**src/rtl/psdifir_audio_pkg.sv**
```systemverilog
// Shared constants and small types for the PSD FIR audio output path.
// Sizes the I2S frame and names the two channel slots.
package psdifir_audio_pkg;

    localparam int AUDIO_W       = 18;
    localparam int BCLK_HALF_DEF = 16;
    localparam int SLOT_W_DEF    = 32;
    localparam int DATA_START    = 1;   // I2S: MSB one bclk after the word-select edge

    typedef enum logic {
        SLOT_LEFT  = 1'b0,
        SLOT_RIGHT = 1'b1
    } slot_e;

    function automatic int frame_bits(input int slot_w);
        return 2 * slot_w;
    endfunction

    localparam int FRAME_BITS_DEF = frame_bits(SLOT_W_DEF);

endpackage

```
**src/rtl/psdifir_i2s_tx_if.sv**
```systemverilog
// Sample-pair input and I2S/status outputs of the audio transmitter.
// The slave side is the transmitter; the master side feeds samples and watches the pins.
interface psdifir_i2s_tx_if
    import psdifir_audio_pkg::*;
#(
    parameter int DATA_W = AUDIO_W
) ();

    logic              datain_ready;
    logic [DATA_W-1:0] left_in;
    logic [DATA_W-1:0] right_in;
    logic              i2s_bclk;
    logic              i2s_lrclk;
    logic              i2s_sdata;
    logic              frame_start;
    logic              underrun;
    logic              overrun;

    modport master (
        output datain_ready, left_in, right_in,
        input  i2s_bclk, i2s_lrclk, i2s_sdata, frame_start, underrun, overrun
    );

    modport slave (
        input  datain_ready, left_in, right_in,
        output i2s_bclk, i2s_lrclk, i2s_sdata, frame_start, underrun, overrun
    );

endinterface

```
**src/rtl/psdifir_i2s_clkgen.sv**
```systemverilog
// Bit-clock divider and frame bit counter for the I2S transmitter.
// Strobes mark the falling bclk edge and the falling edge that starts a new frame.
module psdifir_i2s_clkgen
    import psdifir_audio_pkg::*;
#(
    parameter int BCLK_HALF = BCLK_HALF_DEF,
    parameter int SLOT_W    = SLOT_W_DEF
) (
    input  logic                              clk,
    input  logic                              rst_n,
    output logic                              i2s_bclk,
    output logic                              i2s_lrclk,
    output logic [$clog2(2*SLOT_W)-1:0]       bitcnt,
    output logic                              bclk_fall,
    output logic                              frame_tick
);

    localparam int FRAME_BITS = frame_bits(SLOT_W);
    localparam int CNT_W      = $clog2(FRAME_BITS);
    localparam int DIV_W      = (BCLK_HALF > 1) ? $clog2(BCLK_HALF) : 1;

    localparam logic [DIV_W-1:0] DIV_LAST = DIV_W'(BCLK_HALF - 1);
    localparam logic [CNT_W-1:0] BIT_LAST = CNT_W'(FRAME_BITS - 1);

    logic [DIV_W-1:0] div_cnt;
    logic             div_tc;
    logic [CNT_W-1:0] bitcnt_nxt;

    assign div_tc     = (div_cnt == DIV_LAST);
    assign bclk_fall  = div_tc & i2s_bclk;
    assign frame_tick = bclk_fall & (bitcnt == BIT_LAST);
    assign bitcnt_nxt = (bitcnt == BIT_LAST) ? '0 : bitcnt + 1'b1;

    // Word select is its own register so it reads 0 in reset while bitcnt sits at its last value.
    // NOTE: sequential state uses non-blocking assignments so every register samples pre-edge values.
    always_ff @(posedge clk or negedge rst_n) begin
        if (!rst_n) begin
            div_cnt   <= '0;
            i2s_bclk  <= 1'b0;
            i2s_lrclk <= 1'b0;
            bitcnt    <= BIT_LAST;
        end else begin
            if (div_tc) begin
                div_cnt  <= '0;
                i2s_bclk <= ~i2s_bclk;
            end else begin
                div_cnt  <= div_cnt + 1'b1;
            end
            if (bclk_fall) begin
                bitcnt    <= bitcnt_nxt;
                i2s_lrclk <= bitcnt_nxt[CNT_W-1];
            end
        end
    end

endmodule

```
**src/rtl/psdifir_i2s_tx.sv**
```systemverilog
// I2S transmitter: one-deep holding buffer for the filtered stereo pair,
// frame-aligned capture into the transmit registers, and MSB-first serial data.
module psdifir_i2s_tx
    import psdifir_audio_pkg::*;
#(
    parameter int DATA_W    = AUDIO_W,
    parameter int BCLK_HALF = BCLK_HALF_DEF,
    parameter int SLOT_W    = SLOT_W_DEF
) (
    input  logic                  clockext100MHz,
    input  logic                  reset,
    psdifir_i2s_tx_if.slave       bus
);

    localparam int FRAME_BITS = frame_bits(SLOT_W);
    localparam int CNT_W      = $clog2(FRAME_BITS);
    localparam int POS_W      = CNT_W - 1;
    localparam int IDX_W      = $clog2(DATA_W);

    localparam logic [CNT_W-1:0] BIT_LAST  = CNT_W'(FRAME_BITS - 1);
    localparam logic [POS_W-1:0] POS_FIRST = POS_W'(DATA_START);
    localparam logic [POS_W-1:0] POS_LAST  = POS_W'(DATA_W);

    if (DATA_W >= SLOT_W) begin : g_width_check
        $error("psdifir_i2s_tx: DATA_W must be smaller than SLOT_W");
    end

    logic [CNT_W-1:0]  bitcnt;
    logic [CNT_W-1:0]  bitcnt_nxt;
    logic              bclk_fall;
    logic              frame_tick;

    logic [DATA_W-1:0] left_hold;
    logic [DATA_W-1:0] right_hold;
    logic              hold_valid;
    logic [DATA_W-1:0] left_sh;
    logic [DATA_W-1:0] right_sh;

    logic              sdata;
    logic              frame_start;
    logic              underrun;
    logic              overrun;

    slot_e             slot;
    logic [POS_W-1:0]  pos;
    logic [IDX_W-1:0]  idx;
    logic [DATA_W-1:0] sample;
    logic              sdata_nxt;

    psdifir_i2s_clkgen #(
        .BCLK_HALF (BCLK_HALF),
        .SLOT_W    (SLOT_W)
    ) u_clkgen (
        .clk        (clockext100MHz),
        .rst_n      (reset),
        .i2s_bclk   (bus.i2s_bclk),
        .i2s_lrclk  (bus.i2s_lrclk),
        .bitcnt     (bitcnt),
        .bclk_fall  (bclk_fall),
        .frame_tick (frame_tick)
    );

    // Data is chosen from the bit position the counter moves to on this falling edge.
    always_comb begin
        bitcnt_nxt = (bitcnt == BIT_LAST) ? '0 : bitcnt + 1'b1;
        slot       = slot_e'(bitcnt_nxt[CNT_W-1]);
        pos        = bitcnt_nxt[POS_W-1:0];
        sample     = (slot == SLOT_RIGHT) ? right_sh : left_sh;
        idx        = IDX_W'(POS_LAST - pos);
        sdata_nxt  = 1'b0;
        if (pos >= POS_FIRST && pos <= POS_LAST) begin
            sdata_nxt = sample[idx];
        end
    end

    // NOTE: the sample registers are ordinary flops, not a memory array, so they are reset like any other state.
    always_ff @(posedge clockext100MHz or negedge reset) begin
        if (!reset) begin
            left_hold   <= '0;
            right_hold  <= '0;
            hold_valid  <= 1'b0;
            left_sh     <= '0;
            right_sh    <= '0;
            sdata       <= 1'b0;
            frame_start <= 1'b0;
            underrun    <= 1'b0;
            overrun     <= 1'b0;
        end else begin
            frame_start <= frame_tick;
            underrun    <= frame_tick & ~hold_valid;
            overrun     <= bus.datain_ready & hold_valid & ~frame_tick;

            // An empty buffer at frame start leaves the transmit registers alone, resending the last pair.
            if (frame_tick && hold_valid) begin
                left_sh  <= left_hold;
                right_sh <= right_hold;
            end

            if (bus.datain_ready) begin
                left_hold  <= bus.left_in;
                right_hold <= bus.right_in;
                hold_valid <= 1'b1;
            end else if (frame_tick) begin
                hold_valid <= 1'b0;
            end

            if (bclk_fall) begin
                sdata <= sdata_nxt;
            end
        end
    end

    assign bus.i2s_sdata   = sdata;
    assign bus.frame_start = frame_start;
    assign bus.underrun    = underrun;
    assign bus.overrun     = overrun;

endmodule

```
**src/flat_wrapper.sv**
```systemverilog
// flat-port wrapper written by rule: the top's interface ports become plain ports
module psdifir_i2s_tx_flat import psdifir_audio_pkg::*;
#(
    parameter int DATA_W    = AUDIO_W,
    parameter int BCLK_HALF = BCLK_HALF_DEF,
    parameter int SLOT_W    = SLOT_W_DEF
)
  (clockext100MHz, reset, bus_datain_ready, bus_left_in, bus_right_in, bus_i2s_bclk, bus_i2s_lrclk, bus_i2s_sdata, bus_frame_start, bus_underrun, bus_overrun);
  psdifir_i2s_tx_if #(.DATA_W(DATA_W)) bus_i ();
  input  logic clockext100MHz;
  input  logic reset;
  input wire logic [$bits(bus_i.datain_ready)-1:0] bus_datain_ready;
  input wire logic [$bits(bus_i.left_in)-1:0] bus_left_in;
  input wire logic [$bits(bus_i.right_in)-1:0] bus_right_in;
  output wire logic [$bits(bus_i.i2s_bclk)-1:0] bus_i2s_bclk;
  output wire logic [$bits(bus_i.i2s_lrclk)-1:0] bus_i2s_lrclk;
  output wire logic [$bits(bus_i.i2s_sdata)-1:0] bus_i2s_sdata;
  output wire logic [$bits(bus_i.frame_start)-1:0] bus_frame_start;
  output wire logic [$bits(bus_i.underrun)-1:0] bus_underrun;
  output wire logic [$bits(bus_i.overrun)-1:0] bus_overrun;
  assign bus_i.datain_ready = bus_datain_ready;
  assign bus_i.left_in = bus_left_in;
  assign bus_i.right_in = bus_right_in;
  assign bus_i2s_bclk = bus_i.i2s_bclk;
  assign bus_i2s_lrclk = bus_i.i2s_lrclk;
  assign bus_i2s_sdata = bus_i.i2s_sdata;
  assign bus_frame_start = bus_i.frame_start;
  assign bus_underrun = bus_i.underrun;
  assign bus_overrun = bus_i.overrun;
  psdifir_i2s_tx #(.DATA_W(DATA_W), .BCLK_HALF(BCLK_HALF), .SLOT_W(SLOT_W)) u_core (.clockext100MHz(clockext100MHz), .reset(reset), .bus(bus_i));
endmodule
```
**config.mk**
```make
export PLATFORM = sky130hd
export DESIGN_NAME = psdifir_i2s_tx_flat
export DESIGN_NICKNAME = d
export VERILOG_FILES = /design/src/rtl/psdifir_audio_pkg.sv /design/src/rtl/psdifir_i2s_tx_if.sv /design/src/rtl/psdifir_i2s_clkgen.sv /design/src/rtl/psdifir_i2s_tx.sv /design/src/flat_wrapper.sv
export SDC_FILE = /design/constraint.sdc
export NUM_CORES = 1
export LEC_CHECK = 0
export ABC_CLOCK_PERIOD_IN_PS = 3380
export BUFFER_PORTS_ARGS = -buffer_cell sky130_fd_sc_hd__buf_2
export CAP_MARGIN = 5
export CORE_UTILIZATION = 61
export CTS_BUF_LIST = sky130_fd_sc_hd__clkbuf_4
export CTS_CLUSTER_DIAMETER = 200
export DETAILED_ROUTE_END_ITERATION = 10
export PLACE_DENSITY_LB_ADDON = 0.08
export REMOVE_ABC_BUFFERS = 1
export SETUP_SLACK_MARGIN = 0.15
export SKIP_LAST_GASP = 1
export SLEW_MARGIN = 20
export SYNTH_ARGS = -nofsm -noshare
export SYNTH_HDL_FRONTEND = slang
export SYNTH_HIERARCHICAL = 1
export SYNTH_SLANG_ARGS = --single-unit
```
**constraint.sdc**
```tcl
create_clock -name clockext100MHz -period 3.38 [get_ports clockext100MHz]
set_input_delay 0.169 -clock clockext100MHz [delete_from_list [all_inputs] [get_ports clockext100MHz]]
set_output_delay 0.169 -clock clockext100MHz [all_outputs]
set_load 0.02 [all_outputs]
```
==> impl_metrics.env, run 1 <==
export IMPL_cap_violations=0
export IMPL_grt_max_degree=90
export IMPL_via_per_inst=5.99
export IMPL_layout_common_cells="dfrtp_1 (83), mux2_2 (72), buf_2 (43)"
export IMPL_ys_flop_type="dfrtp_1"
export IMPL_syn_area_um2=4230
export IMPL_worstPathMaxFanout=17
export IMPL_grt_pass1_wl_mm=13.7
export IMPL_crit_chain="inv_1 -> ha_1 -> nor2b_1 -> a31oi_1 -> o22ai_1 -> a311o_1 -> a211o_1 -> a221o_1 -> o31ai_1"
export IMPL_drive_gt1_frac=0.362
export IMPL_fin_nets=465
export IMPL_ctsLongestPathBuffers=2
export IMPL_avgSynthCellArea_um2=12.4
export IMPL_critPathKind="reg -> reg"
export IMPL_root_buffer="clkbuf_4"
export IMPL_clk_pin_slew_ps=140
export IMPL_async_flop_share=1.00
export IMPL_total_power_mw=1.88
export IMPL_drc=0
export IMPL_die_w_um=85.3
export IMPL_leakage_nw=2.29
export IMPL_cp_required_ps=3730
export IMPL_firstDrtPassIters=4
export IMPL_wire_per_inst_um=16.2
export IMPL_grt_pass1_vias=2935
export IMPL_drt_iter0_markers=250
export IMPL_clkSinkCount=89
export IMPL_setup_ws_ps=387
export IMPL_pwr_share_clk=0.328
export IMPL_dieArea_um2=7280
export IMPL_netSwitchingFraction=0.240
export IMPL_crit_slowest_cell="dfstp_2"
export IMPL_startpoint_type="flip-flop"
export IMPL_synth_warnings=6
export IMPL_grt_ovfl_total=0
export IMPL_critical_path_max_stage_delay_ps=740
export IMPL_grt_setup_unrepaired="false"
export IMPL_core_area_um2=6530
export IMPL_ys_seq_elements=89
export IMPL_syn_to_final_growth_pct=18.7
export IMPL_cts_setup_buffers=0
export IMPL_numPortBuffers=44
export IMPL_final_common_cell="dfrtp_1"
export IMPL_antenna_left=0
export IMPL_finalHoldViolCount=0
export IMPL_gp_congestion=0.898
export IMPL_worstSkewPairLatency_ps=430
export IMPL_hp_class="in -> async"
export IMPL_htreeDepth=3
export IMPL_p_int_mw=1.43
export IMPL_drv_slew=0
export IMPL_cts_made_buffers=9
export IMPL_die_height_um=85.3
export IMPL_hpwlAfterDp_mm=5.19
export IMPL_peakVddDrop_mv=0.313
export IMPL_endpoint_kind="flip-flop"
export IMPL_num_vias=3008
export IMPL_wl_mm=8.15
export IMPL_fillerInstances=392
export IMPL_ios=45
export IMPL_fmax_mhz=334
export IMPL_cts_tree="built"
export IMPL_initial_core_util=0.648
export IMPL_synth_edf_count=0
export IMPL_relSlewSlack=0.424
export IMPL_post_place_ws_ps=399
export IMPL_tightest_slew_ps=864
export IMPL_synth_area_leader_cell="dfrtp_1"
export IMPL_antenna_found_initial=0
export IMPL_num_rows=29
export IMPL_fin_crit_ps=2990
export IMPL_arrival_ps=3340
export IMPL_seqPwrFrac=0.601
export IMPL_p_comb_frac=0.071
export IMPL_syn_inst=342
export IMPL_synth_seq_area_share=0.528
export IMPL_ys_top_cells_by_area="dfrtp_1 (49%), mux2_2 (19%), dfstp_2 (3.7%)"
export IMPL_switchingPower_mw=0.452
export IMPL_final_setup_tns_ps=0
export IMPL_worst_clock_skew_ps=15.8
export IMPL_status="finished clean"
export IMPL_setup_violations_final=0
export IMPL_ys_types=55
export IMPL_antenna_cells=0
export IMPL_grtUsageTotal=0.244
export IMPL_yosysTopAreaCellShare=0.491
export IMPL_fin_crit_sh=0.886
export IMPL_power_density_nw_per_um2=374
==> power groups by stage <==
stage	Sequential, mW	Clock, mW	Combinational (mW)
2_1_floorplan	1.14	0	0.0462
3_3_place_gp	1.15	0	0.0961
3_5_place_dp	1.15	0	0.101
4_1_cts	1.13	0.637	0.134
5_1_grt	1.14	0.680	0.148
6_report	1.13	0.617	0.133
==> area by class of cell <==
class	instances	area, um2	area share
multi-input cells	228	1900	0.377
flip-flops and latches	89	2230	0.445
repair buffers	84	619	0.123
clock buffers	9	67.6	0.0134
inverters	8	30.0	0.00597
well taps	77	96.3	0.0192
clock inverters	7	81.3	0.0162
==> through the flow <==
| stage | utilization | instances | cell area, um2 | hold slack (ps) |
|---|---|---|---|---|
| final | 0.770 | 502 | 5030 | 348 |
| after detailed placement | 0.689 | 449 | 4500 | 404 |
| after CTS | 0.769 | 502 | 5020 | 406 |
| after global placement | 0.689 | 449 | 4500 | 400 |
| after floorplan | - | 325 | 4160 | -127 |
| after global routing | 0.770 | 502 | 5030 | 401 |
==> timing repair <==
| action | in CTS | in global routing |
|---|---|---|
| endpoints found under the setup margin | 0 | 1 |
| hold buffers | 37 | 0 |
| resized for setup | 0 | 1 |
| endpoints found under the hold margin | 119 | 0 |
==> critical path, delay by kind of cell (launching register included) <==
kind            cells  cell delay [ps]
simple gates        1              230
fa+ha+maj           1              460
flops               1              740
buf+inv             1              140
compound gates      6             1350
==> final timing paths <==
check,startpoint,endpoint,slack [ps],cells past startpoint
worst max-delay path,u_core/u_clkgen/bitcnt[0]$_DFFE_PN1P_,u_core/bus.i2s_sdata$_DFFE_PN0P_,390,9
worst min-delay path,reset,u_core/u_clkgen/div_cnt[2]$_DFF_PN0_,350,2
worst max register to register,u_core/u_clkgen/bitcnt[0]$_DFFE_PN1P_,u_core/bus.i2s_sdata$_DFFE_PN0P_,390,9
worst min register to register,u_core/hold_valid$_DFFE_PN0P_,u_core/bus.underrun$_DFF_PN0_,470,1
max in group asynchronous,reset,u_core/right_hold[1]$_DFFE_PN0P_,2500,2
min in group clockext100MHz,bus_datain_ready,u_core/hold_valid$_DFFE_PN0P_,400,2
==> registers in the layout, indices dropped and copies added (netlist names) <==
name / count
u_core/right_hold: 18
u_core/u_clkgen/div_cnt: 4
u_core/bus.i2s_sdata: 1
u_core/left_hold: 18
u_core/left_sh: 18
u_core/u_clkgen/i2s_bclk: 1
u_core/u_clkgen/i2s_lrclk: 1
u_core/bus.overrun: 1
u_core/right_sh: 18
u_core/bus.underrun: 1
u_core/bus.frame_start: 1
u_core/hold_valid: 1
u_core/u_clkgen/bitcnt: 6
==> cell families after synthesis <==
group                      synth area share
DFF                                   0.528
muxes                                 0.213
and+or+nand+nor                      0.0949
AOI/OAI and AO/OA                     0.105
buffers and inverters                0.0248
xor gates and xnor gates             0.0165
adders and majority gates            0.0177
==> synth_stat cells, types with 2 or more instances <==
cell type,n
nand2b_1,5
a211o_1,2
o21ai_0,9
and3_1,4
a221oi_1,4
a31oi_1,5
nand3_2,2
inv_1,7
a21o_1,3
buf_4,2
nand4_1,4
o311ai_0,2
nand3b_1,2
nand2_1,19
buf_2,3
o22ai_1,2
ha_1,6
mux2i_1,9
a21oi_1,9
nor3_1,6
nor2_1,11
mux2_2,72
xnor2_1,6
xor2_1,2
nor2b_1,3
dfrtp_1,83
a211oi_1,4
o31ai_1,2
a311o_1,3
or3_1,4
o41ai_1,2
clkbuf_1,11
nand3_1,7
dfstp_2,6
==> layer usage <==
metal / vias up / global-route usage / wire (um)
met2: 84 / 0.397 / 3850
li1: 1410 / - / -
met1: 1502 / 0.324 / 3790
met3: 12 / 0.0671 / 391
met5: - / 0 / 0
met4: 0 / 0.0727 / 126
Note: power is estimated with default switching activity, not from simulation.
==> inputs of run 2 (changes only) <==
--- a/config.mk
+++ b/config.mk
@@ -8,7 +8,7 @@
 export ABC_CLOCK_PERIOD_IN_PS = 3380
 export BUFFER_PORTS_ARGS = -buffer_cell sky130_fd_sc_hd__buf_2
 export CAP_MARGIN = 5
-export CORE_UTILIZATION = 61
+export CORE_UTILIZATION = 40
 export CTS_BUF_LIST = sky130_fd_sc_hd__clkbuf_4
 export CTS_CLUSTER_DIAMETER = 200
 export DETAILED_ROUTE_END_ITERATION = 10
==> run 2 against run 1 <==
Against the previous run:
- clock skew grew 1.9 ps
- global-route usage shrank 7.9 points
- total power grew 3.4%
- design area grew 2.0%
- setup slack gained 99 ps
- hold slack gained 13 ps
- critical endpoint unchanged
- highest routed layer unchanged
==> impl_metrics.env, run 2 (synthesized netlist as in run 1, its figures left out) <==
export IMPL_final_common_cell="dfrtp_1"
export IMPL_ios=45
export IMPL_reg2reg_from="u_core/u_clkgen/bitcnt[1]$_DFFE_PN1P_"
export IMPL_fmax_mhz=345
export IMPL_num_vias=2971
export IMPL_layout_common_cells="dfrtp_1 (83), mux2_2 (72), buf_2 (43)"
export IMPL_startpoint_type="flip-flop"
export IMPL_firstDrtPassIters=4
export IMPL_wire_per_inst_um=14.4
export IMPL_cap_violations=0
export IMPL_gp_congestion=0.828
export IMPL_grt_pass1_wl_mm=14.5
export IMPL_hold_ws_ps=361
export IMPL_drv_slew=0
export IMPL_clk_pin_slew_ps=150
export IMPL_cts_tree="built"
export IMPL_finalHoldViolCount=0
export IMPL_fin_crit_ps=2890
export IMPL_core_area_um2=10300
export IMPL_fin_nets=467
export IMPL_leakage_nw=2.31
export IMPL_crit_path_end="u_core/bus.i2s_sdata$_DFFE_PN0P_"
export IMPL_drt_iter0_markers=102
export IMPL_num_rows=37
export IMPL_drive_gt1_frac=0.365
export IMPL_r2r_slack_ps=490
export IMPL_ctsLongestPathBuffers=2
export IMPL_root_buffer="clkbuf_4"
export IMPL_cts_setup_buffers=0
export IMPL_die_w_um=105
export IMPL_via_per_inst=5.28
export IMPL_antenna_left=0
export IMPL_clkSinkCount=89
export IMPL_worst_clock_skew_ps=17.7
export IMPL_antenna_found_initial=0
export IMPL_numPortBuffers=44
export IMPL_hpwlAfterDp_mm=5.49
export IMPL_arrival_ps=3240
export IMPL_grt_ovfl_total=0
export IMPL_relSlewSlack=0.417
export IMPL_dieArea_um2=11000
export IMPL_fin_area_um2=5130
export IMPL_seq_area_um2=2230
export IMPL_drc=0
export IMPL_die_height_um=105
export IMPL_placed_cell_area_um2=4590
export IMPL_grt_pass1_vias=3050
export IMPL_critical_path_max_stage_delay_ps=740
export IMPL_syn_to_final_growth_pct=21.1
export IMPL_final_setup_tns_ps=0
export IMPL_crit_slowest_cell="dfstp_2"
export IMPL_critPathKind="reg -> reg"
export IMPL_status="finished clean"
export IMPL_worstPathMaxFanout=15
export IMPL_htreeDepth=3
export IMPL_timing_rr_end="u_core/bus.i2s_sdata$_DFFE_PN0P_"
export IMPL_cts_made_buffers=9
export IMPL_fillerInstances=953
export IMPL_power_density_nw_per_um2=379
export IMPL_hp_class="in -> async"
export IMPL_cp_required_ps=3720
export IMPL_wl_mm=8.13
export IMPL_worstSkewPairLatency_ps=430
export IMPL_peakVddDrop_mv=0.194
export IMPL_grt_setup_unrepaired="false"
export IMPL_initial_core_util=0.412
export IMPL_setup_violations_final=0
export IMPL_critical_path_startpoint="u_core/u_clkgen/bitcnt[1]$_DFFE_PN1P_"
export IMPL_tightest_slew_ps=875
export IMPL_endpoint_kind="flip-flop"
export IMPL_fin_crit_sh=0.856
export IMPL_grtUsageTotal=0.165
export IMPL_rr_worst_depth=9
export IMPL_grt_max_degree=68
export IMPL_antenna_cells=0
export IMPL_crit_chain="inv_1 -> ha_1 -> nor2b_1 -> a31oi_1 -> o22ai_1 -> a311o_1 -> a211o_1 -> a221o_1 -> o31ai_1"
export IMPL_multi_input_area_um2=1900
-- run 2: what timing repair did --
item,4_1_cts,5_1_grt
gates resized for setup,0,1
hold endpoints to repair,95,0
setup endpoints to repair,0,1
hold buffers,37,0
-- run 2: where the power goes --
group	switching [mW]	internal (mW)
clock network	0.376	0.307
logic	0.0491	0.0839
registers	0.0218	1.11
total	0.446	1.50
-- run 2: worst max-delay path: cells and delay by family (launching register included) --
family | cells | cell delay (ps)
buffers and inverters | 1 | 110
flip-flops | 1 | 740
AO/OA/AOI/OAI | 6 | 1330
AND/OR/NAND/NOR | 1 | 220
adder cells (fa/ha/maj) | 1 | 430
-- run 2: metal layers --
metal / vias up / part of all wire / track usage
met5: - / 0 / 0
met4: 0 / 0.018 / 0.0744
met3: 11 / 0.026 / 0.0287
met2: 56 / 0.46 / 0.257
met1: 1484 / 0.50 / 0.224
li1: 1420 / - / -
-- run 2: per-stage QoR --
| step | utilization | instances | setup slack, ps | power [mW] |
|---|---|---|---|---|
| final | 0.499 | 563 | 485 | 1.95 |
| after global routing | 0.499 | 563 | 236 | 2.04 |
| after CTS | 0.499 | 563 | 344 | 1.98 |
| after detailed placement | 0.447 | 510 | 385 | 1.26 |
| after global placement | 0.447 | 510 | 467 | 1.25 |
| after floorplan | - | 325 | 487 | 1.19 |
-- run 2: cell type report --
class | instances | area share
repair buffers | 86 | 0.123
flip-flops and latches | 89 | 0.436
clock buffers | 9 | 0.0132
inverters | 8 | 0.00586
well taps | 136 | 0.0332
multi-input cells | 228 | 0.370
clock inverters | 7 | 0.0193
-- run 2: how the worst min path moves through the flow --
stage	start	endpoint	slack, ps	cells after the start
after CTS	reset	u_core/u_clkgen/div_cnt[0]$_DFF_PN0_	370	2
final	reset	u_core/u_clkgen/div_cnt[0]$_DFF_PN0_	360	2
after floorplan	reset	u_core/bus.frame_start$_DFF_PN0_	-130	0
after global routing	reset	u_core/left_hold[15]$_DFFE_PN0P_	420	2
after global placement	reset	u_core/u_clkgen/div_cnt[0]$_DFF_PN0_	340	1
after detailed placement	reset	u_core/u_clkgen/div_cnt[0]$_DFF_PN0_	340	1
